## src/rtl/ahb_output_arbiter_rr.sv

```systemverilog
// Round-robin arbiter for one bus-matrix output stage.
// Picks the input stage that owns the slave-side address phase. It keeps
// that grant through fixed-length bursts, BUSY beats and locked sequences.
// It also tracks which input owns the data phase, so responses are steered
// back to the right input.
module ahb_output_arbiter_rr #(
  parameter int unsigned NUM_IN = 3,
  parameter int unsigned PORT_W = 2
) (
  input  logic              HCLK,
  input  logic              HRESETn,
  input  logic [NUM_IN-1:0] req_in,
  input  logic              HREADYM,
  input  logic [1:0]        HTRANSM,
  input  logic [2:0]        HBURSTM,
  input  logic              HMASTLOCKM,
  output logic [PORT_W-1:0] addr_in_port,
  output logic              no_port,
  output logic [PORT_W-1:0] data_in_port,
  output logic              data_valid,
  output logic [NUM_IN-1:0] active_out
);

  localparam int unsigned CNT_W = 4;
  localparam int unsigned IDX_W = (NUM_IN > 1) ? $clog2(NUM_IN) : 1;

  localparam logic [1:0] TRANS_IDLE   = 2'b00;
  localparam logic [1:0] TRANS_BUSY   = 2'b01;
  localparam logic [1:0] TRANS_NONSEQ = 2'b10;
  localparam logic [1:0] TRANS_SEQ    = 2'b11;

  logic [PORT_W-1:0] addr_q, addr_d;
  logic              no_port_q, no_port_d;
  logic [PORT_W-1:0] data_port_q, data_port_d;
  logic              data_valid_q, data_valid_d;
  logic [CNT_W-1:0]  cnt_q, cnt_d;

  logic [CNT_W-1:0]  cnt_nxt;
  logic              hold_c;
  logic              found_c;
  logic [PORT_W-1:0] sel_c;

  // Remaining-beat count for the current owner's burst.
  // The count is forced to zero while no input owns the bus.
  always_comb begin
    cnt_nxt = '0;
    case (HTRANSM)
      TRANS_NONSEQ: begin
        case (HBURSTM)
          3'b010, 3'b011: cnt_nxt = CNT_W'(3);
          3'b100, 3'b101: cnt_nxt = CNT_W'(7);
          3'b110, 3'b111: cnt_nxt = CNT_W'(15);
          default:        cnt_nxt = '0;
        endcase
      end
      TRANS_SEQ:  cnt_nxt = (cnt_q != '0) ? cnt_q - CNT_W'(1) : '0;
      TRANS_BUSY: cnt_nxt = cnt_q;
      TRANS_IDLE: cnt_nxt = '0;
      default:    cnt_nxt = '0;
    endcase
    if (no_port_q) cnt_nxt = '0;
  end

  // The current owner keeps the bus while locked, mid-burst or on a BUSY beat.
  always_comb begin
    hold_c = ~no_port_q & (HMASTLOCKM | (cnt_nxt != '0) | (HTRANSM == TRANS_BUSY));
  end

  // Round-robin scan starting one index past the current owner.
  // The current owner is checked last.
  always_comb begin
    found_c = 1'b0;
    sel_c   = addr_q;
    for (int unsigned k = 1; k <= NUM_IN; k++) begin
      int unsigned idx;
      idx = 32'(addr_q) + k;
      if (idx >= NUM_IN) idx = idx - NUM_IN;
      if (!found_c && req_in[IDX_W'(idx)]) begin
        found_c = 1'b1;
        sel_c   = PORT_W'(idx);
      end
    end
  end

  // Next-state: everything advances only on a completed transfer.
  always_comb begin
    addr_d       = addr_q;
    no_port_d    = no_port_q;
    data_port_d  = data_port_q;
    data_valid_d = data_valid_q;
    cnt_d        = cnt_q;
    if (HREADYM) begin
      data_port_d  = addr_q;
      data_valid_d = ~no_port_q;
      cnt_d        = cnt_nxt;
      if (!hold_c) begin
        if (found_c) begin
          addr_d    = sel_c;
          no_port_d = 1'b0;
        end else begin
          // Keep addr_q so the rotation pointer survives an idle period.
          no_port_d = 1'b1;
        end
      end
    end
  end

  // State registers.
  always_ff @(posedge HCLK or negedge HRESETn) begin
    if (!HRESETn) begin
      addr_q       <= '0;
      no_port_q    <= 1'b1;
      data_port_q  <= '0;
      data_valid_q <= 1'b0;
      cnt_q        <= '0;
    end else begin
      addr_q       <= addr_d;
      no_port_q    <= no_port_d;
      data_port_q  <= data_port_d;
      data_valid_q <= data_valid_d;
      cnt_q        <= cnt_d;
    end
  end

  // One-hot owner decode, built only from registered state.
  always_comb begin
    active_out = '0;
    for (int unsigned i = 0; i < NUM_IN; i++) begin
      active_out[i] = ~no_port_q & (addr_q == PORT_W'(i));
    end
  end

  assign addr_in_port = addr_q;
  assign no_port      = no_port_q;
  assign data_in_port = data_port_q;
  assign data_valid   = data_valid_q;

endmodule

```

## config.mk

```make
export PLATFORM = sky130hd
export DESIGN_NAME = ahb_output_arbiter_rr
export DESIGN_NICKNAME = d
export VERILOG_FILES = /design/src/rtl/ahb_output_arbiter_rr.sv
export SDC_FILE = /design/constraint.sdc
export NUM_CORES = 1
export LEC_CHECK = 0
export BUFFER_PORTS_ARGS = -buffer_cell sky130_fd_sc_hd__buf_4
export CAP_MARGIN = 10
export CORE_MARGIN = 1.5
export CORE_UTILIZATION = 35
export CTS_BUF_LIST = sky130_fd_sc_hd__clkbuf_4 sky130_fd_sc_hd__clkbuf_8
export DETAILED_ROUTE_END_ITERATION = 10
export SLEW_MARGIN = 0
export SYNTH_ARGS = -nofsm -noshare
export SYNTH_HDL_FRONTEND = slang
export SYNTH_SLANG_ARGS = --single-unit
```

## constraint.sdc

```tcl
create_clock -name HCLK -period 5.6 [get_ports HCLK]
set_input_delay 0.56 -clock HCLK [delete_from_list [all_inputs] [get_ports HCLK]]
set_output_delay 0.56 -clock HCLK [all_outputs]
set_load 0.01 [all_outputs]
```

==> flow_summary.yaml <==
status:
  status: "finished, final reports clean"
finish:
  utilization: 0.463
  fill_cells: 240
  diodes: 0
  drive_gt1_frac: 0.282
  nets: 134
  areaGrowthSynthToFinish_pct: 23.3
  finalInstanceArea_um2: 1040
  finalNonFillerCells: 145
detailed_routing:
  viasPerCell: 5.51
  drt_wl_total_mm: 1.90
  drt-pass1-iter-count: 4
  wire_per_inst_um: 13.1
  ant_nets: 0
  first_iter_violations: 18
  dr_wl_met2_um: 907
  topRoutingLayerUsed: "met3"
  num_vias: 799
  wl_met3_um: 66
  wl_met1_um: 924
  drc: 0
place:
  io_buffers: 19
  place_area_um2: 1010
  gp_congestion: 0.875
  hpwl_mm: 1.43
  dp_cells: 141
  place_ws_ps: 3530
timing:
  relSlewSlack: 0.803
  fin_skew_ps: 5.84
  hold_viol_final: 0
  setup_tns_ps: 0
  min_period_over_period: 0.373
  max_freq_mhz: 479
  drv_slew: 0
  timing.hold.ws_ps: 107
  period_minus_slack_ps: 2090
  setup_viol: 0
  tightest_slew_ps: 294
  rsz0062_at_grt: "false"
  fin_ws_ps: 3510
cts:
  cts_setup_buffers: 0
  numClockSinks: 10
  cts_hold_buf: 0
  post_cts_resized: 0
  cts_tree: "done"
  clk_latency_ps: 260
  root_buffer: "clkbuf_4"
  ctsLongestPathBuffers: 2
  path_clk_slew_ps: 70
  numCtsBuffers: 3
  cts-htree-levels: 1
global_routing:
  grt_usage: 0.160
  antenna_found_initial: 0
  grt-ovfl-total: 0
  grt_max_degree: 14
  grt_pass1_vias: 745
  grt_first_pass_wirelength_mm: 3.27
power_and_ir_drop:
  p_comb_frac: 0.561
  power_uw: 441
  power.share.clock: 0.146
  p_seq_frac: 0.293
  sw_frac_of_total: 0.419
  leakagePower_nw: 0.472
  power_switching_uw: 185
  power_density_nw_per_um2: 422
  internal-power_uw: 256
  vdd_drop_max_mv: 0.264
synthesis:
  syn_area_um2: 847
  synth_area_per_cell_um2: 8.82
  ys_types: 41
  synth_edf_count: 0
  yosys-top-cells-area: "dfrtp_1, ha_1, o21ai_0, inv_1, nor2b_1"
  synthArstFlopShare: 1.00
  yosysSeqAreaShare: 0.297
  yosysWarnings: 0
  synth_top_area_frac: 0.266
  synthCells: 96
  synth-seq-cells: 10
  synth_top_flop_cell: "dfrtp_1"
  synth_nets: 112
  yosysTopAreaCell: "dfrtp_1"
worst_setup_path:
  path_class: "reg2reg"
  critPathCaptureType: "flop"
  worstPathArrival_ps: 2240
  cp_data_required_time_ps: 5750
  critPathLaunchType: "flop"
  path_max_fanout: 6
floorplan:
  dieArea_um2: 2720
  die_width_um: 52.2
  die_h_um: 52.2
  core_um2: 2250
  ios: 21
  start_util: 0.376
  fp-row-count: 17
job:
  cap_violations: 0
hold_path:
  hp-class: "in2async"
metal layers:
metal,vias to the layer above,track usage
li1,396,-
met1,387,0.211
met2,16,0.259
met3,0,0.0429
met4,0,0.0385
met5,-,0
power groups by stage:
| stage | combinational [mW] | sequential [mW] | clock [mW] |
|---|---|---|---|
| floorplan | 0.163 | 0.128 | 0 |
| global placement | 0.244 | 0.131 | 0 |
| detailed placement | 0.247 | 0.130 | 0 |
| CTS | 0.248 | 0.130 | 0.0670 |
| global route | 0.276 | 0.135 | 0.0713 |
| finish | 0.247 | 0.129 | 0.0643 |
layout by cell type (no fill, tap or decap), drive strengths merged, types with 2 or more instances in the layout:
master,synthesis,final
nor2b,6,6
a32o,2,2
buf,2,19
dfrtp,9,9
nand2b,3,3
clkbuf,0,4
a211o,2,2
o21ai,12,12
a21oi,4,4
inv,10,10
o31a,2,2
nor3,2,2
nand3,2,2
nor2,5,5
nand4,2,2
mux2,4,4
mux2i,3,3
ha,4,4
nand2,4,4
o31ai,2,2
state kept, by name (all words and copies together) (netlist names):
name          cells
cnt_q             4
addr_in_port      2
data_in_port      2
data_valid        1
no_port           1
area by class of cell:
class	instances	area [µm²]	area share
flip-flops and latches	10	251	0.241
inverters	10	37.5	0.0359
multi-input cells	74	542	0.519
repair buffers	19	143	0.137
well taps	28	35.0	0.0335
clock buffers	4	36.3	0.0347
cells by family after synthesis:
kind of cell               count (synthesis)  share of synthesized area
AOI/OAI and AO/OA                         34                      0.291
and+or+nand+nor                           29                      0.201
buffers and inverters                     12                     0.0635
muxes                                      7                     0.0886
DFF                                       10                      0.297
adders and majority gates                  4                     0.0591
synth_stat cells, types with 2 or more instances:
master / number
a21oi_1: 3
nor2b_1: 6
dfrtp_1: 9
inv_1: 10
nor2_1: 5
nand2b_1: 3
mux2i_1: 3
mux2_1: 3
o21ai_1: 4
a32o_1: 2
o31ai_1: 2
ha_1: 4
nor3_1: 2
a211o_1: 2
o21ai_0: 8
nand3_1: 2
nand2_1: 4
critical path, cell delays in order (launching register included):
cell and delay (ps):
dfrtp_1 420, inv_1 60, ha_1 220, or3b_1 340, mux2_2 270, a211o_1 360
nand4_2 120, o21ai_1 60, o31a_1 110
path summary, 6_finish.rpt:
kind	start	to	slack, ps	cells past startpoint
setup / recovery	cnt_q[0]	addr_in_port[0]	3510	8
hold / removal	HRESETn	addr_in_port[0]	110	1
setup reg to reg	cnt_q[0]	addr_in_port[0]	3510	8
hold reg to reg	data_in_port[1]	data_in_port[1]	500	1
max in group asynchronous	HRESETn	no_port	5280	1
min in group HCLK	data_in_port[1]	data_in_port[1]	500	1
Note: power is estimated with default switching activity, not from simulation.
